File: src/rtl/oblivious_transfer_sender.sv
// Sender side of a 1-of-2 RSA oblivious transfer: publishes N, e, x0, x1, receives v,
// blinds m0/m1 with k_i = (v - x_i)^d mod N via an external modexp engine, and sends m0', m1'.
module oblivious_transfer_sender (
    input  logic        clk,
    input  logic        reset,
    input  logic        start,
    input  logic [31:0] n_in,
    input  logic [31:0] e_in,
    input  logic [31:0] d_in,
    input  logic [31:0] x0_in,
    input  logic [31:0] x1_in,
    input  logic [31:0] m0_in,
    input  logic [31:0] m1_in,
    output logic        tx_valid,
    input  logic        tx_ready,
    output logic [7:0]  tx_data,
    input  logic        rx_valid,
    output logic        rx_ready,
    input  logic [7:0]  rx_data,
    output logic        me_start,
    output logic [31:0] me_base,
    output logic [31:0] me_exp,
    output logic [31:0] me_mod,
    input  logic        me_done,
    input  logic [31:0] me_res,
    output logic        done,
    output logic        busy
);

    typedef enum logic [3:0] {
        IDLE, SEND1, RECV, SUB0, EXP0, SUB1, EXP1, PACK, SEND2, DONE
    } state_t;

    state_t      state_q, state_d;
    logic [3:0]  cnt_q, cnt_d, cnt_nxt;
    logic [31:0] n_q, n_d, e_q, e_d, d_q, d_d;
    logic [31:0] x0_q, x0_d, x1_q, x1_d, m0_q, m0_d, m1_q, m1_d;
    logic [31:0] v_q, v_d, k0_q, k0_d, k1_q, k1_d, m0p_q, m0p_d, m1p_q, m1p_d;
    logic        tx_valid_q, tx_valid_d, rx_ready_q, rx_ready_d;
    logic [7:0]  tx_data_q, tx_data_d;
    logic        me_start_q, me_start_d, done_q, done_d, busy_q, busy_d;
    logic [31:0] me_base_q, me_base_d, me_exp_q, me_exp_d, me_mod_q, me_mod_d;
    logic        tx_xfer, rx_xfer;

    function automatic logic [7:0] byte_of(input logic [31:0] w, input logic [1:0] i);
        logic [7:0] b;
        case (i)
            2'd0: b = w[7:0];
            2'd1: b = w[15:8];
            2'd2: b = w[23:16];
            default: b = w[31:24];
        endcase
        return b;
    endfunction

    // v and x are both below n, so the wrapped result always fits in 32 bits
    function automatic logic [31:0] sub_mod(input logic [31:0] v, input logic [31:0] x,
                                            input logic [31:0] n);
        if (v >= x)
            return v - x;
        return 32'({1'b0, v} + {1'b0, n} - {1'b0, x});
    endfunction

    function automatic logic [31:0] add_mod(input logic [31:0] a, input logic [31:0] k,
                                            input logic [31:0] n);
        logic [32:0] s;
        s = {1'b0, a} + {1'b0, k};
        if (s >= {1'b0, n})
            return 32'(s - {1'b0, n});
        return s[31:0];
    endfunction

    function automatic logic [7:0] send1_byte(input logic [3:0] idx, input logic [31:0] n,
                                              input logic [31:0] e, input logic [31:0] x0,
                                              input logic [31:0] x1);
        logic [31:0] w;
        case (idx[3:2])
            2'd0: w = n;
            2'd1: w = e;
            2'd2: w = x0;
            default: w = x1;
        endcase
        return byte_of(w, idx[1:0]);
    endfunction

    assign tx_xfer = tx_valid_q && tx_ready;
    assign rx_xfer = rx_valid && rx_ready_q;
    assign cnt_nxt = cnt_q + 4'd1;

    always_comb begin
        state_d    = state_q;
        cnt_d      = cnt_q;
        n_d        = n_q;
        e_d        = e_q;
        d_d        = d_q;
        x0_d       = x0_q;
        x1_d       = x1_q;
        m0_d       = m0_q;
        m1_d       = m1_q;
        v_d        = v_q;
        k0_d       = k0_q;
        k1_d       = k1_q;
        m0p_d      = m0p_q;
        m1p_d      = m1p_q;
        tx_valid_d = tx_valid_q;
        tx_data_d  = tx_data_q;
        rx_ready_d = rx_ready_q;
        me_start_d = 1'b0;
        me_base_d  = me_base_q;
        me_exp_d   = me_exp_q;
        me_mod_d   = me_mod_q;

        case (state_q)
            IDLE: begin
                if (start) begin
                    n_d        = n_in;
                    e_d        = e_in;
                    d_d        = d_in;
                    x0_d       = x0_in;
                    x1_d       = x1_in;
                    m0_d       = m0_in;
                    m1_d       = m1_in;
                    cnt_d      = 4'd0;
                    tx_valid_d = 1'b1;
                    tx_data_d  = n_in[7:0];
                    state_d    = SEND1;
                end
            end
            SEND1: begin
                if (tx_xfer) begin
                    if (cnt_q == 4'd15) begin
                        tx_valid_d = 1'b0;
                        tx_data_d  = 8'd0;
                        cnt_d      = 4'd0;
                        rx_ready_d = 1'b1;
                        state_d    = RECV;
                    end else begin
                        cnt_d     = cnt_nxt;
                        tx_data_d = send1_byte(cnt_nxt, n_q, e_q, x0_q, x1_q);
                    end
                end
            end
            RECV: begin
                if (rx_xfer) begin
                    case (cnt_q[1:0])
                        2'd0: v_d[7:0]   = rx_data;
                        2'd1: v_d[15:8]  = rx_data;
                        2'd2: v_d[23:16] = rx_data;
                        default: v_d[31:24] = rx_data;
                    endcase
                    if (cnt_q == 4'd3) begin
                        cnt_d      = 4'd0;
                        rx_ready_d = 1'b0;
                        state_d    = SUB0;
                    end else begin
                        cnt_d = cnt_nxt;
                    end
                end
            end
            SUB0: begin
                me_base_d  = sub_mod(v_q, x0_q, n_q);
                me_exp_d   = d_q;
                me_mod_d   = n_q;
                me_start_d = 1'b1;
                state_d    = EXP0;
            end
            // a done coincident with our own start pulse belongs to no request of ours
            EXP0: begin
                if (me_done && !me_start_q) begin
                    k0_d    = me_res;
                    state_d = SUB1;
                end
            end
            SUB1: begin
                me_base_d  = sub_mod(v_q, x1_q, n_q);
                me_exp_d   = d_q;
                me_mod_d   = n_q;
                me_start_d = 1'b1;
                state_d    = EXP1;
            end
            EXP1: begin
                if (me_done && !me_start_q) begin
                    k1_d    = me_res;
                    state_d = PACK;
                end
            end
            PACK: begin
                m0p_d      = add_mod(m0_q, k0_q, n_q);
                m1p_d      = add_mod(m1_q, k1_q, n_q);
                cnt_d      = 4'd0;
                tx_valid_d = 1'b1;
                tx_data_d  = m0p_d[7:0];
                state_d    = SEND2;
            end
            SEND2: begin
                if (tx_xfer) begin
                    if (cnt_q == 4'd7) begin
                        tx_valid_d = 1'b0;
                        tx_data_d  = 8'd0;
                        cnt_d      = 4'd0;
                        state_d    = DONE;
                    end else begin
                        cnt_d     = cnt_nxt;
                        tx_data_d = byte_of(cnt_nxt[2] ? m1p_q : m0p_q, cnt_nxt[1:0]);
                    end
                end
            end
            default: ;
        endcase

        busy_d = (state_d != IDLE) && (state_d != DONE);
        done_d = (state_d == DONE);
    end

    always_ff @(posedge clk) begin
        if (reset) begin
            state_q    <= IDLE;
            cnt_q      <= 4'd0;
            n_q        <= 32'd0;
            e_q        <= 32'd0;
            d_q        <= 32'd0;
            x0_q       <= 32'd0;
            x1_q       <= 32'd0;
            m0_q       <= 32'd0;
            m1_q       <= 32'd0;
            v_q        <= 32'd0;
            k0_q       <= 32'd0;
            k1_q       <= 32'd0;
            m0p_q      <= 32'd0;
            m1p_q      <= 32'd0;
            tx_valid_q <= 1'b0;
            tx_data_q  <= 8'd0;
            rx_ready_q <= 1'b0;
            me_start_q <= 1'b0;
            me_base_q  <= 32'd0;
            me_exp_q   <= 32'd0;
            me_mod_q   <= 32'd0;
            done_q     <= 1'b0;
            busy_q     <= 1'b0;
        end else begin
            state_q    <= state_d;
            cnt_q      <= cnt_d;
            n_q        <= n_d;
            e_q        <= e_d;
            d_q        <= d_d;
            x0_q       <= x0_d;
            x1_q       <= x1_d;
            m0_q       <= m0_d;
            m1_q       <= m1_d;
            v_q        <= v_d;
            k0_q       <= k0_d;
            k1_q       <= k1_d;
            m0p_q      <= m0p_d;
            m1p_q      <= m1p_d;
            tx_valid_q <= tx_valid_d;
            tx_data_q  <= tx_data_d;
            rx_ready_q <= rx_ready_d;
            me_start_q <= me_start_d;
            me_base_q  <= me_base_d;
            me_exp_q   <= me_exp_d;
            me_mod_q   <= me_mod_d;
            done_q     <= done_d;
            busy_q     <= busy_d;
        end
    end

    assign tx_valid = tx_valid_q;
    assign tx_data  = tx_data_q;
    assign rx_ready = rx_ready_q;
    assign me_start = me_start_q;
    assign me_base  = me_base_q;
    assign me_exp   = me_exp_q;
    assign me_mod   = me_mod_q;
    assign done     = done_q;
    assign busy     = busy_q;

endmodule

File: config.mk
export PLATFORM = sky130hd
export DESIGN_NAME = oblivious_transfer_sender
export DESIGN_NICKNAME = d
export VERILOG_FILES = /design/src/rtl/oblivious_transfer_sender.sv
export SDC_FILE = /design/constraint.sdc
export NUM_CORES = 2
export LEC_CHECK = 0
export ABC_AREA = 1
export CORE_MARGIN = 2
export CORE_UTILIZATION = 25
export CTS_CLUSTER_SIZE = 10
export DETAILED_ROUTE_END_ITERATION = 7
export PLACE_DENSITY = 0.4
export SYNTH_ARGS = -nofsm -noshare
export SYNTH_HDL_FRONTEND = slang
export SYNTH_SLANG_ARGS = --single-unit
File: constraint.sdc
create_clock -name clk -period 3.3 [get_ports clk]
set_input_delay 0.99 -clock clk [delete_from_list [all_inputs] [get_ports clk]]
set_output_delay 0.99 -clock clk [all_outputs]
set_load 0.01 [all_outputs]
==> reports/qor.yml <==
ys_ff_latch: 501
area_delta_synth_final_pct: 68.0
drive_gt1_frac: 0.355
gp_congestion: 1.02
synth_area_leaders: "dfxtp_1 26%, nand2_1 12%, ha_1 9.3%, a21oi_1 8.8%, o21ai_0 8.4%"
yosysMostFrequentCell: "nand2_1"
maxCapViolCount: 0
final_antenna_net_count: 0
hpwl_um: 193000
clock-sinks: 501
drc: 0
synth_nets: 6821
yosys-top-cells-count: "1282 x nand2_1, 836 x inv_1, 732 x nor2_1, 682 x a21oi_1, 651 x o21ai_0"
hold_viol: 0
ys_types: 51
layout.nets: 8486
cpMaxStageDelayCell: "dfxtp_4"
slew_headroom: 0.269
synth_async_sr_flop_share: 0
tritoncts: "built"
comb_power_share: 0.485
port_buffers: 378
globalRoute.totalOverflow: 0
total_power_mw: 27.1
status: "finished with violations"
coreArea_mm2: 0.154
drt_first_pass_iters: 5
grt_pass1_vias: 47800
start_kind: "flop"
setup_viol: 97
synth_top_cell_area_share: 0.258
die_h_um: 398
ir_drop_uv: 352
cp.required_ns: 3.90
rows: 144
root_buffer: "clkbuf_16"
wl_per_cell_um: 23.4
crit_path_end_kind: "flop"
grt_setup_unrepaired: "yes"
cpPeakStageDelay_ns: 0.35
grt_start_max_net_pins: 113
drtIter0Drc: 2826
antenna_found_initial: 16
fin_skew_ns: 0.0266
worst_pin_slew_ns: 1.08
design.die.area_mm2: 0.158
pre_cts_slack_ns: -1.03
die_x_um: 398
critical_path_class: "reg -> reg"
critPathMaxFanout: 6
critPathTopFamily: "simple AND/OR/NAND/NOR gates"
cp.buffers_inverters: 9
syn_area_per_cell_um2: 6.21
p_int_mw: 16.4
cp_common_cell: "inv_2"
fmax_mhz: 264
power_density_mw_per_mm2: 416
ys.warnings.count: 0
worst_slack_ns: -0.482
post-route-period-util: 1.15
slew_viol_final: 0
power.net_switching_mw: 10.7
min_path_type: "reg -> reg"
num_vias: 48200
htree_levels: 3
synth_area_leader_cell: "dfxtp_1"
grtUsageTotal: 0.285
clkTransAtPathRegs_ns: 0.05
min_period_ns: 3.78
clk_latency_ns: 0.69
holdWs_ns: 0.447
clock_path_buffers: 3
arrival_ns: 4.38
pin_count: 379
power.leakage_nw: 30.0
synth_edf_count: 0
netlist_area_mm2: 0.0388
postRouteWirelength_um: 234000
hold_buffers: 0
final_util: 0.423
initial_utilization: 0.252
synth_ff_type: "dfxtp_1"
syn_inst: 6252
yosysSeqAreaShare: 0.258
grt_pass1_wl_um: 327000
switching_share: 0.394
numCtsBuffers: 69
violations: "negative setup slack"
vias_per_cell: 4.82
power_frac_seq: 0.241
layout.filler_cells: 16400
clkPwrFrac: 0.273
[final cells by class]
class | count | area, um^2 | share of cell area
repair buffers | 1805 | 15400 | 0.236
flip-flops and latches | 501 | 10100 | 0.155
well taps | 2044 | 2560 | 0.0392
inverters | 854 | 3260 | 0.0500
diodes | 6 | 15.0 | 0.000230
multi-input cells | 4686 | 31700 | 0.487
clock inverters | 21 | 195 | 0.00299
clock buffers | 91 | 1940 | 0.0298
[registers in the layout, indices dropped and copies added, names as in the netlist]
name / count
m0_q: 32
tx_valid: 1
m1_q: 32
me_mod: 32
tx_data: 8
x1_q: 32
m0p_q: 32
me_base: 32
me_exp: 32
done: 1
state_q: 4
x0_q: 32
e_q: 32
me_start: 1
n_q: 32
busy: 1
rx_ready: 1
k1_q: 32
m1p_q: 32
k0_q: 32
cnt_q: 4
v_q: 32
d_q: 32
[tightest hold or removal path, stage by stage (launching register included)]
cell and delay [ns]:
dfxtp_1 0.29, inv_1 0.05, a21oi_1 0.05
[stage by stage]
stage	instances	cell area [um^2]	setup TNS, ns
finish	10000	65200	-37.92
global route	10000	65200	-55.34
CTS	9952	62100	-35.17
detailed placement	9727	54300	-76.27
global placement	9727	54300	-79.65
floorplan	6252	39000	-0.264
[cell families after synthesis]
| logic type | count (synthesis) | synth area share |
|---|---|---|
| buffers and inverters | 1065 | 0.106 |
| AND/OR/NAND/NOR | 2656 | 0.284 |
| XOR/XNOR | 181 | 0.0408 |
| flip-flops | 501 | 0.258 |
| AO/OA/AOI/OAI | 1550 | 0.212 |
| adder cells (fa/ha/maj) | 299 | 0.0981 |
[final timing paths]
kind	from	to	slack, ns	depth (start not counted)
setup reg to reg	m1_q[12]	m1p_q[13]	-0.48	26
hold reg to reg	e_q[21]	e_q[21]	0.45	2
hold / removal	e_q[21]	e_q[21]	0.45	2
setup / recovery	m1_q[12]	m1p_q[13]	-0.48	26
[metal layers]
metal / track usage / up-vias / share of wire
met5: 0 / - / 0.00023
met2: 0.496 / 1177 / 0.48
met4: 0.136 / 8 / 0.055
met1: 0.348 / 22800 / 0.42
li1: - / 23800 / -
met3: 0.0306 / 358 / 0.042
[power by group through the flow]
stage	registers, mW	logic [mW]	clock network [mW]
floorplan	6.55	4.72	0
global placement	6.64	10.1	0
detailed placement	6.64	10.0	0
CTS	6.54	11.9	7.61
global route	6.57	14.0	7.80
finish	6.55	13.2	7.41
[cell usage in the layout (no fill, tap or decap), types with 122 or more instances in the layout]
cell type	Yosys	routed
buf_4	5	1311
nand3_2	6	122
a21oi_1	682	502
ha_1	290	149
o21ai_0	651	566
clkdlybuf4s50_1	0	377
nor2_1	732	601
nand3_1	452	277
nand2_2	10	210
nand2_1	1282	994
inv_1	836	753
dfxtp_1	501	443
ha_4	0	134
a21oi_2	5	148
[repair_timing]
action | in CTS | in global routing
setup buffers | 111 | 61
gates cloned | 9 | 0
resized for setup | 1055 | 642
endpoints found under the setup margin | 104 | 103
pin swaps | 310 | 360
(Power assumes the default switching activity.)
